==> config.mk <==
export PLATFORM = sky130hd
export DESIGN_NAME = rs485_poll_ctrl
export DESIGN_NICKNAME = d
export VERILOG_FILES = /design/src/rtl/rs485_poll_pkg.sv /design/src/rtl/rs485_tmo_cnt.sv /design/src/rtl/rs485_poll_ctrl.sv
export SDC_FILE = /design/constraint.sdc
export NUM_CORES = 1
export LEC_CHECK = 0
export BUFFER_PORTS_ARGS = -buffer_cell sky130_fd_sc_hd__buf_2
export CORE_MARGIN = 4
export CORE_UTILIZATION = 45
export DETAILED_ROUTE_END_ITERATION = 10
export GPL_TIMING_DRIVEN = 0
export MAX_ROUTING_LAYER = met4
export PLACE_DENSITY = 0.65
export SLEW_MARGIN = 20
export SYNTH_ARGS = -nofsm -noshare
export SYNTH_HDL_FRONTEND = slang
export SYNTH_SLANG_ARGS = --single-unit
==> constraint.sdc <==
create_clock -name p_in_clk -period 4.2 [get_ports p_in_clk]
set_clock_uncertainty 0.1 [all_clocks]
set_input_delay 0.63 -clock p_in_clk [delete_from_list [all_inputs] [get_ports p_in_clk]]
set_output_delay 0.63 -clock p_in_clk [all_outputs]
set_load 0.02 [all_outputs]
==> src/rtl/rs485_poll_pkg.sv <==
// Shared types and constants for the RS-485 polling controller: FSM encoding,
// result codes and link status values.
package rs485_poll_pkg;

  typedef enum logic [2:0] {
    ST_IDLE = 3'd0,
    ST_LOAD = 3'd1,
    ST_TX   = 3'd2,
    ST_WAIT = 3'd3,
    ST_DONE = 3'd4
  } state_t;

  localparam logic [1:0] ERR_OK   = 2'd0;
  localparam logic [1:0] ERR_PAR  = 2'd1;
  localparam logic [1:0] ERR_TMO  = 2'd2;
  localparam logic [1:0] ERR_ECHO = 2'd3;

  localparam logic [2:0] LNK_RX_OK  = 3'd1;
  localparam logic [2:0] LNK_RX_ERR = 3'd2;

  function automatic logic [3:0] clamp_len(input logic [3:0] len, input logic [3:0] max_len);
    return (len > max_len) ? max_len : len;
  endfunction

endpackage

==> src/rtl/rs485_tmo_cnt.sv <==
// Response timeout counter: cleared on entry to the wait phase, counts while
// enabled and flags the terminal count G_TMO_CYC-1 (holds there).
module rs485_tmo_cnt #(
  parameter int G_TMO_CYC = 32000
) (
  input  logic p_in_clk,
  input  logic p_in_rst,
  input  logic p_in_clr,
  input  logic p_in_en,
  output logic p_out_tc
);

  localparam int CW = (G_TMO_CYC > 1) ? $clog2(G_TMO_CYC) : 1;
  localparam logic [CW-1:0] TC_VAL = CW'(G_TMO_CYC - 1);

  logic [CW-1:0] cnt_q;

  always_ff @(posedge p_in_clk or posedge p_in_rst) begin
    if (p_in_rst) begin
      cnt_q <= '0;
    end else if (p_in_clr) begin
      cnt_q <= '0;
    end else if (p_in_en && (cnt_q != TC_VAL)) begin
      cnt_q <= cnt_q + CW'(1);
    end
  end

  assign p_out_tc = p_in_en && (cnt_q == TC_VAL);

endmodule

==> src/rtl/rs485_poll_ctrl.sv <==
// RS-485 poll master: sends adr/cmd/payload, checks the reply and retries.
// Define RS485_POLL_ECHO_CHK_EN to enable the adr/cmd echo compare (err 3).
module rs485_poll_ctrl
  import rs485_poll_pkg::*;
#(
  parameter int G_MAX_LEN = 8,
  parameter int G_TMO_CYC = 32000,
  parameter int G_RETRY   = 2
) (
  input  logic       p_in_clk,
  input  logic       p_in_rst,
  input  logic       p_in_req,
  input  logic [7:0] p_in_dev_adr,
  input  logic [7:0] p_in_dev_cmd,
  input  logic [3:0] p_in_len,
  input  logic [7:0] p_in_pld,
  output logic       p_out_pld_rd,
  output logic       p_out_busy,
  output logic       p_out_done,
  output logic [1:0] p_out_err,
  output logic [7:0] p_out_rsp,
  output logic       p_out_rsp_wr,
  output logic       p_out_txd_rdy,
  output logic [7:0] p_out_txd,
  input  logic       p_in_txd_rd,
  input  logic [7:0] p_in_rxd,
  input  logic       p_in_rxd_wr,
  input  logic [2:0] p_in_status
);

  localparam int RW = (G_RETRY > 0) ? $clog2(G_RETRY + 1) : 1;
  localparam logic [3:0]    MAX_LEN   = 4'(G_MAX_LEN);
  localparam logic [RW-1:0] RETRY_MAX = RW'(G_RETRY);

  state_t        state_q;
  logic [7:0]    adr_q, cmd_q;
  logic [3:0]    len_q, ld_cnt_q;
  logic [4:0]    idx_q;
  logic [RW-1:0] retry_q;
  logic [7:0]    rx_cnt_q;
  logic          txd_rdy_q, pld_rd_q, busy_q, done_q, rsp_wr_q;
  logic [7:0]    txd_q, rsp_q;
  logic [1:0]    err_q;
  logic [7:0]    mem_q [16];

  logic       first_att, mem_we, tx_last, rx_in, tmo_tc, res_hit;
  logic [1:0] ok_code, res_code;
  logic [7:0] nxt_byte;

  // Payload is pulled on the first attempt only, one byte every other cycle so
  // the FWFT head has settled after each pop.
  assign first_att = (retry_q == '0);
  assign mem_we    = (state_q == ST_LOAD) && first_att && (ld_cnt_q != len_q) && !pld_rd_q;
  assign tx_last   = (state_q == ST_TX) && p_in_txd_rd && (idx_q == ({1'b0, len_q} + 5'd1));
  assign rx_in     = (state_q == ST_WAIT) && p_in_rxd_wr;
  assign nxt_byte  = (idx_q == 5'd0) ? cmd_q : mem_q[4'(idx_q - 5'd1)];

  always_ff @(posedge p_in_clk) begin
    if (mem_we) mem_q[ld_cnt_q] <= p_in_pld;
  end

  rs485_tmo_cnt #(
    .G_TMO_CYC (G_TMO_CYC)
  ) u_tmo (
    .p_in_clk (p_in_clk),
    .p_in_rst (p_in_rst),
    .p_in_clr (tx_last),
    .p_in_en  (state_q == ST_WAIT),
    .p_out_tc (tmo_tc)
  );

`ifdef RS485_POLL_ECHO_CHK_EN
  logic echo_bad_q;

  always_ff @(posedge p_in_clk or posedge p_in_rst) begin
    if (p_in_rst) begin
      echo_bad_q <= 1'b0;
    end else if (tx_last) begin
      echo_bad_q <= 1'b0;
    end else if (rx_in && (((rx_cnt_q == 8'd0) && (p_in_rxd != adr_q)) ||
                           ((rx_cnt_q == 8'd1) && (p_in_rxd != cmd_q)))) begin
      echo_bad_q <= 1'b1;
    end
  end

  assign ok_code = (echo_bad_q || (rx_cnt_q < 8'd2)) ? ERR_ECHO : ERR_OK;
`else
  assign ok_code = ERR_OK;
`endif

  // A link status beats a timeout landing in the same cycle.
  always_comb begin
    res_hit  = 1'b1;
    res_code = ok_code;
    if (p_in_status == LNK_RX_OK) begin
      res_code = ok_code;
    end else if (p_in_status == LNK_RX_ERR) begin
      res_code = ERR_PAR;
    end else if (tmo_tc) begin
      res_code = ERR_TMO;
    end else begin
      res_hit = 1'b0;
    end
  end

  always_ff @(posedge p_in_clk or posedge p_in_rst) begin
    if (p_in_rst) begin
      state_q   <= ST_IDLE;
      adr_q     <= '0;
      cmd_q     <= '0;
      len_q     <= '0;
      ld_cnt_q  <= '0;
      idx_q     <= '0;
      retry_q   <= '0;
      rx_cnt_q  <= '0;
      txd_rdy_q <= 1'b0;
      txd_q     <= '0;
      pld_rd_q  <= 1'b0;
      busy_q    <= 1'b0;
      done_q    <= 1'b0;
      err_q     <= ERR_OK;
      rsp_q     <= '0;
      rsp_wr_q  <= 1'b0;
    end else begin
      pld_rd_q <= 1'b0;
      done_q   <= 1'b0;
      rsp_wr_q <= 1'b0;
      if (rx_in) begin
        if (rx_cnt_q != 8'hFF) rx_cnt_q <= rx_cnt_q + 8'd1;
        if (rx_cnt_q >= 8'd2) begin
          rsp_q    <= p_in_rxd;
          rsp_wr_q <= 1'b1;
        end
      end
      case (state_q)
        ST_IDLE: begin
          if (p_in_req) begin
            adr_q    <= p_in_dev_adr;
            cmd_q    <= p_in_dev_cmd;
            len_q    <= clamp_len(p_in_len, MAX_LEN);
            ld_cnt_q <= '0;
            retry_q  <= '0;
            err_q    <= ERR_OK;
            busy_q   <= 1'b1;
            state_q  <= ST_LOAD;
          end
        end
        ST_LOAD: begin
          if (mem_we) begin
            pld_rd_q <= 1'b1;
            ld_cnt_q <= ld_cnt_q + 4'd1;
          end else if (!first_att || (ld_cnt_q == len_q)) begin
            idx_q     <= '0;
            txd_q     <= adr_q;
            txd_rdy_q <= 1'b1;
            state_q   <= ST_TX;
          end
        end
        ST_TX: begin
          if (tx_last) begin
            txd_rdy_q <= 1'b0;
            txd_q     <= '0;
            rx_cnt_q  <= '0;
            state_q   <= ST_WAIT;
          end else if (p_in_txd_rd) begin
            idx_q <= idx_q + 5'd1;
            txd_q <= nxt_byte;
          end
        end
        ST_WAIT: begin
          if (res_hit) begin
            if ((res_code != ERR_OK) && (retry_q < RETRY_MAX)) begin
              retry_q <= retry_q + RW'(1);
              state_q <= ST_LOAD;
            end else begin
              err_q   <= res_code;
              state_q <= ST_DONE;
            end
          end
        end
        ST_DONE: begin
          done_q  <= 1'b1;
          busy_q  <= 1'b0;
          state_q <= ST_IDLE;
        end
        default: state_q <= ST_IDLE;
      endcase
    end
  end

  assign p_out_txd_rdy = txd_rdy_q;
  assign p_out_txd     = txd_q;
  assign p_out_pld_rd  = pld_rd_q;
  assign p_out_busy    = busy_q;
  assign p_out_done    = done_q;
  assign p_out_err     = err_q;
  assign p_out_rsp     = rsp_q;
  assign p_out_rsp_wr  = rsp_wr_q;

endmodule

==> results by group, run 1 <==
Run status
  • Status: completed

Power
  • Clk pwr share: 0.261
  • Switch share: 0.345
  • Comb pwr share: 0.357
  • Sequential Power Share: 0.382
  • Peak supply drop: around 270 uV
  • LEAKAGE: just over 4 nW
  • Cell Pwr Density: between 700 and 800 mW/mm^2
  • Total power: about 7.5 mW
  • Internal power: 4.91 mW
  • Net Switching: ~2.6 mW

Die
  • Die area: 0.0225 mm^2
  • Die width: 150 um
  • Standard-cell rows: 51
  • I/O pins: between 60 and 70
  • Core ar.: ~0.02 mm^2
  • Die Y: ~150 um
  • Initial Utilization: 0.462

Clocking
  • Clock Tree Buf Depth: 3
  • CTS tree: done
  • Root Buffer Master: clkbuf_16
  • Worst-path clk slew: 60 ps
  • Sink Count: 208
  • CTS Buf Count: 22
  • Clock Latency Late Sink: approximately 500 ps
  • Post-CTS Setup Inserts: 0
  • H-tree Lvls: 1

Route
  • Drt wl/cell: around 20 um
  • DR pass1 iterations: 5
  • Initial detailed-routing violation count: 395
  • Antenna Nets Post-Route: 0
  • Remaining DRCs: 0
  • Vias: between 5k and 6k
  • Detailed Route WL: about 20000 um
  • Vias per cell: ~5.7

Worst setup path
  • Type of the worst setup path: reg -> reg
  • R2R Setup Slk: ~460 ps
  • Startpoint Class: flop
  • CP Cell Sequence: clkbuf_2 > buf_2 > inv_1 > ha_1 > clkbuf_1 > clkbuf_2 > mux4_2 > mux2i_1 > o221ai_1 > a32o_1
  • Critical Path Sink Type: flop
  • CP max FO: 10
  • Critical Path Most Common Cell: clkbuf_2
  • Critical Path Max Stage Delay: roughly 420 ps
  • Required @ worst endpoint: around 4500 ps
  • Slowest cell on the critical path: clkbuf_2
  • Arr. time, crit path: 4020 ps

Synth
  • Mapped Area: just over 0.009 mm^2
  • Top-area cell type share of the netlist area: 0.423
  • Synth top area cells: edfxtp_1, dfrtp_1, mux4_2
  • #FFs+latches synth: between 200 and 250
  • Sequential area share after synthesis: 0.644
  • Synthesized area per cell: approximately 15 um^2
  • FFs w/ async S/R, synth: 0.385
  • Yosys Warn Count: 0
  • Main synth FF type: edfxtp_1
  • Cell taking the most area after synthesis: edfxtp_1
  • Unique cell type count in the Yosys netlist: 60
  • Cells after Synth: roughly 600
  • Syn_nets: 658
  • Number of synthesized flops with an enable pin: 128

GRT
  • GRT Overall Usage: 0.184
  • Largest net degree at the start of global routing: 59
  • Met3 usage: 0.0285
  • First-pass GRT wire length: 31500 um
  • Top Usage Layer GRT: met2
  • Vias in the first global route: between 5k and 6k
  • Met2 usage: 0.299
  • Grt met1 use: 0.248
  • GRT overflow: 0
  • Initial antenna violation count: 0

STA
  • Slew HR: 0.290
  • FMAX: around 270 MHz
  • RSZ-0062 raised after global routing: false
  • Post-layout worst setup margin: 465 ps
  • Period minus WS final: 3740 ps
  • Final Hold Fails: 0
  • Worst-margin pin slew: 1060 ps
  • Final setup vio count: 0
  • Fin crit share: 0.889
  • Hold_ws: roughly 260 ps
  • Max-slew violations: 0

Min path
  • Hold WC Path Type: in -> reg

Cells and area
  • Design area: ~0.011 mm^2
  • Share of cells above drive strength 1: 0.286
  • Antenna Cells: 0
  • Area delta synth->final: 16.5%
  • Commonest non-fill, non-tap cell in the layout: edfxtp_1
  • Layout Utilization: 0.538
  • Commonest non-fill, non-tap cells in the layout: edfxtp_1, dfrtp_1, buf_2
  • # nets final: between 700 and 800

Placed design
  • Final GP Congestion: approximately 0.84
  • Port Buffers: 65
  • Post-DP Area: just under 0.01 mm^2
  • Dpl hpwl: between 10000 and 15000 um
  • DP Worst Slack: -121 ps

Flow run
  • MaxCap Viol Count: 0
==> synth_stat cells, types with 5 or more instances <==
library cell	instances
ha_1	12
o21ai_0	12
nor3b_1	5
dfrtp_1	80
mux2_2	27
a22oi_1	9
mux2i_1	19
nand4_1	11
nor4_1	14
and2_1	10
xor2_1	12
nand2_1	26
or2_2	9
a21oi_1	6
nor3_1	9
nor2_1	34
xnor2_1	15
mux4_2	32
nand3_1	13
edfxtp_1	128
clkbuf_1	14
o221ai_1	8
buf_2	7
inv_1	17
and3_1	7
a32o_1	9
==> worst paths after layout <==
kind,startpoint,end,depth (start not counted)
hold / removal,p_in_rxd[7],p_out_rsp[7],2
setup / recovery,idx_q[0],p_out_txd[2],10
hold reg to reg,p_out_txd[3],p_out_txd[3],1
setup reg to reg,idx_q[0],p_out_txd[2],10
max in group asynchronous,p_in_rst,len_q[0],4
min in group asynchronous,p_in_rst,adr_q[5],3
==> critical path, delay by kind of cell (launching register included) <==
kind                     cells  cell delay (ps)
buffers and inverters        5             1620
multiplexers                 2              710
flip-flops                   1              360
adder cells (fa/ha/maj)      1              310
AO/OA/AOI/OAI                2              500
==> metal layers <==
| metal | routed length, um | vias up |
|---|---|---|
| li1 | - | 2525 |
| met1 | 8820 | 2839 |
| met2 | 9600 | 145 |
| met3 | 1030 | 23 |
| met4 | 277 | 0 |
| met5 | 0 | - |
==> repair_timing <==
action / in CTS / in global routing
setup endpoints to repair: 8 / 8
hold buffers: 1 / 0
endpoints found under the hold margin: 22 / 0
gates resized for setup: 3 / 3
==> sequential cells by signal, indices dropped and copies added (netlist names) <==
register       cells
mem_q            128
u_tmo.cnt_q       15
adr_q              8
cmd_q              8
p_out_rsp          8
p_out_txd          8
rx_cnt_q           8
idx_q              5
ld_cnt_q           4
len_q              4
state_q            3
p_out_err          2
retry_q            2
p_out_busy         1
p_out_done         1
p_out_pld_rd       1
p_out_rsp_wr       1
p_out_txd_rdy      1
==> kinds of logic (layout without fill, tap and decap cells) <==
kind of cell,Yosys count,in the layout,share of synthesized area
compound gates,68,68,0.0574
xor+xnor,27,27,0.0260
fa+ha+maj,12,12,0.0165
buf+inv,44,155,0.0231
flops,208,208,0.644
mux,78,78,0.134
simple gates,165,165,0.0995
==> layout make-up <==
class,count,area (um^2)
inverter,17,66.3
multi-input combinational,350,3060
tap,265,332
fill,1636,9070
clock inverter,7,95.1
sequential,208,5850
buffer,27,151
clock buffer,33,643
timing repair buffer,71,383
==> power by group through the flow <==
stage                     Combinational, mW  Sequential [mW]  Clock, mW
after floorplan                        1.83             2.91          0
after global placement                 2.57             2.86          0
after detailed placement               2.66             2.89          0
after CTS                              2.68             2.86       2.00
after global routing                   2.92             2.91       2.08
final                                  2.68             2.86       1.96
==> metrics by stage <==
stage / instances / setup TNS [ps]
finish: 978 / 0
global route: 978 / 0
CTS: 978 / 0
detailed placement: 937 / -522
global placement: 932 / -101
floorplan: 602 / 0
No activity file was read; power rests on OpenSTA's default activity.
==> run 2, diff against run 1 <==
--- a/config.mk
+++ b/config.mk
@@ -5,7 +5,9 @@
 export SDC_FILE = /design/constraint.sdc
 export NUM_CORES = 1
 export LEC_CHECK = 0
+export ABC_AREA = 1
 export BUFFER_PORTS_ARGS = -buffer_cell sky130_fd_sc_hd__buf_2
+export CAP_MARGIN = 20
 export CORE_MARGIN = 4
 export CORE_UTILIZATION = 45
 export DETAILED_ROUTE_END_ITERATION = 10
==> run 2 against run 1 <==
Compared with the run above: via count increased by 30%; critical endpoint is now p_out_txd[3]; critical path depth increased by 5; power increased by 1.6%; flip-flop and latch count unchanged.
==> results by group, run 2 <==
STA
  • Final Hold Fails: 0 (unchanged)
  • Slew HR: 0.468 (+0.178)
  • Worst-margin pin slew: 795 ps (-268 ps)
  • FMAX: 313 MHz (+17%)
  • RSZ-0062 raised after global routing: false
  • Max-slew violations: 0 (unchanged)
  • Period minus WS final: 3190 ps (-541 ps)
  • Setup Total Neg Slack: 0 ps (unchanged)
  • Final setup vio count: 0 (unchanged)
  • Fin crit share: 0.760 (-0.129)

Synth
  • #FFs+latches synth: 208 (unchanged)
  • FFs w/ async S/R, synth: 0.385 (unchanged)
  • Cells after Synth: 1012 (+68%)
  • Commonest cells in the netlist: nand2_1, nand3_1, edfxtp_1
  • Cell taking the most area after synthesis: edfxtp_1
  • Synthesized area per cell: 9.43 um^2 (-38%)
  • Count leader, synth: nand2_1
  • Top-area cell type share of the netlist area: 0.403 (-0.0204)
  • Sequential area share after synthesis: 0.613 (-0.0310)
  • Yosys Warn Count: 0 (unchanged)
  • Synth top area cells: edfxtp_1, dfrtp_1, nand2_1
  • Syn_nets: 1068 (+62%)
  • Main synth FF type: edfxtp_1
  • Number of synthesized flops with an enable pin: 128 (unchanged)
  • Unique cell type count in the Yosys netlist: 36 (-40%)
  • Mapped Area: 0.00954 mm^2 (+5.1%)

Power
  • Peak supply drop: 400 uV (+50%)
  • LEAKAGE: 4.69 nW (+16%)
  • Cell Pwr Density: 691 mW/mm^2 (-2.4%)
  • Total power: 7.61 mW (+1.6%)
  • Switch share: 0.391 (+0.0467)
  • Net Switching: 2.98 mW (+15%)
  • Comb pwr share: 0.369 (+0.012)
  • Sequential Power Share: 0.361 (-0.021)
  • Internal power: 4.63 mW (-5.6%)
  • Clk pwr share: 0.270 (+0.009)

Die
  • Die Y: 154 um (+2.4%)
  • Die width: 154 um (+2.4%)
  • I/O pins: 67 (unchanged)
  • Die area: 0.0236 mm^2 (+4.8%)
  • Standard-cell rows: 53 (+3.9%)
  • Core ar.: 0.0210 mm^2 (+6.6%)
  • Initial Utilization: 0.455 (-0.00678)

Route
  • Vias: 7215 (+30%)
  • Initial detailed-routing violation count: 432 (+9.4%)
  • Drt wl/cell: 16.0 um (-21%)
  • Vias per cell: 5.17 (-8.6%)
  • DR pass1 iterations: 5 (unchanged)
  • Antenna Nets Post-Route: 0 (unchanged)
  • Detailed Route WL: 22300 um (+13%)
  • Remaining DRCs: 0 (unchanged)

Worst setup path
  • Worst r2r path cells: 15 (+5)
  • Startpoint Class: flop
  • Type of the worst setup path: reg -> reg
  • Arr. time, crit path: 3500 ps (-520 ps)
  • CP Cell Sequence: buf_2 > inv_2 > buf_4 > buf_2 > ha_1 > buf_2 > inv_1 > clkbuf_1 > nand3_1 > nand3_1 > nand3_1 > nand2_1 > nand2_1 > nand2_1 > a21oi_1
  • CP max FO: 11 (+1)
  • Critical path launch point: idx_q[0]
  • R2R Setup Slk: 1010 ps (+540 ps)
  • Critical Path Sink Type: flop
  • Required @ worst endpoint: 4500 ps (about the same)
  • FF-to-FF Start: idx_q[0]
  • Slowest cell on the critical path: clkbuf_1
  • Critical Path Max Stage Delay: 400 ps (-20 ps)

Run status
  • Status: completed

Clocking
  • Clock Tree Buf Depth: 3 (unchanged)
  • Clock Latency Late Sink: 520 ps (+20 ps)
  • H-tree Lvls: 1 (unchanged)
  • Post-cts sizing count: 0 (-3)
  • Root Buffer Master: clkbuf_16
  • CTS Buf Count: 23 (+4.5%)
  • CTS tree: done
  • Sink Count: 208 (unchanged)
  • Worst-path clk slew: 60 ps (about the same)
  • Hold Buf Count CTS: 0 (-1)
  • Post-CTS Setup Inserts: 0 (unchanged)

GRT
  • Vias in the first global route: 6880 (+21%)
  • Largest net degree at the start of global routing: 44 (-25%)
  • First-pass GRT wire length: 36300 um (+15%)
  • Initial antenna violation count: 0 (unchanged)
  • GRT Overall Usage: 0.194 (+0.0107)
  • GRT overflow: 0 (unchanged)

Cells and area
  • Area delta synth->final: 15.4%
  • Commonest non-fill, non-tap cell in the layout: nand2_1
  • # fillers: 1919 (+17%)
  • Footprint of the multi-input gates: 0.00322 mm^2 (+5.0%)
  • Seq. cell area: 0.00585 mm^2 (unchanged)
  • Commonest non-fill, non-tap cells in the layout: nand2_1, nand3_1, edfxtp_1
  • # nets final: 1160 (+54%)
  • Largest regs: mem_q x128, u_tmo.cnt_q x15
  • Largest register FFs: 128 (unchanged)
  • Antenna Cells: 0 (unchanged)
  • Share of cells above drive strength 1: 0.136 (-0.151)
  • Largest Register: mem_q

Min path
  • Hold WC Path Type: in -> async

Flow run
  • MaxCap Viol Count: 0 (unchanged)

Placed design
  • Port Buffers: 66 (+1.5%)
  • Dpl hpwl: 15600 um (+14%)
  • Final GP Congestion: 0.913 (+8.7%)
[run 2: power groups by stage]
stage	Clock (mW)	Combinational, mW	Sequential [mW]
floorplan	0	1.85	2.84
detailed placement	0	2.79	2.78
global placement	0	2.75	2.77
global route	2.18	3.17	2.79
CTS	2.10	2.81	2.74
finish	2.06	2.81	2.75
[run 2: stage by stage]
stage	worst slack [ps]	std cells	instance area, um^2	util	hold WS (ps)
2_1_floorplan	1420	1012	9540	-	343
6_report	1010	1396	11000	0.526	85.6
3_5_place_dp	1030	1354	10200	0.489	360
4_1_cts	1020	1396	11000	0.526	87.8
3_3_place_gp	301	1353	10200	0.488	352
5_1_grt	786	1396	11000	0.526	127
[run 2: worst max-delay path: cells and delay by family, from the launching register on]
family | cells | cell delay [ps]
DFF | 1 | 380
buffers and inverters | 7 | 1540
adders and majority gates | 1 | 260
AOI/OAI and AO/OA | 1 | 60
and+or+nand+nor | 6 | 730
[run 2: cells by family after synthesis]
kind of cell,Yosys count,synth area share
AO/OA/AOI/OAI,63,0.0338
XOR/XNOR,11,0.0121
adder cells (fa/ha/maj),12,0.0157
buffers and inverters,115,0.0501
flip-flops,208,0.613
AND/OR/NAND/NOR,603,0.276
[run 2: final timing paths]
kind,endpoint
worst max-delay path,p_out_txd[3]
min in group p_in_clk,adr_q[7]
worst min-delay path,idx_q[2]
max in group asynchronous,p_out_done
worst min register to register,p_out_rsp[1]
worst max register to register,p_out_txd[3]
[run 2: layout make-up]
type / count / area share
buffer: 34 / 0.0157
multi-input combinational: 689 / 0.292
timing repair buffer: 67 / 0.0318
sequential: 208 / 0.531
tap: 275 / 0.0312
inverter: 81 / 0.0279
clock inverter: 15 / 0.0158
clock buffer: 27 / 0.0545
[run 2: metal layers]
metal | vias up | share of wire | global-route usage
met4 | 0 | 0.026 | 0.0526
met1 | 3433 | 0.45 | 0.263
met2 | 181 | 0.46 | 0.304
li1 | 3557 | - | -
met3 | 44 | 0.061 | 0.0366
met5 | - | 0 | -
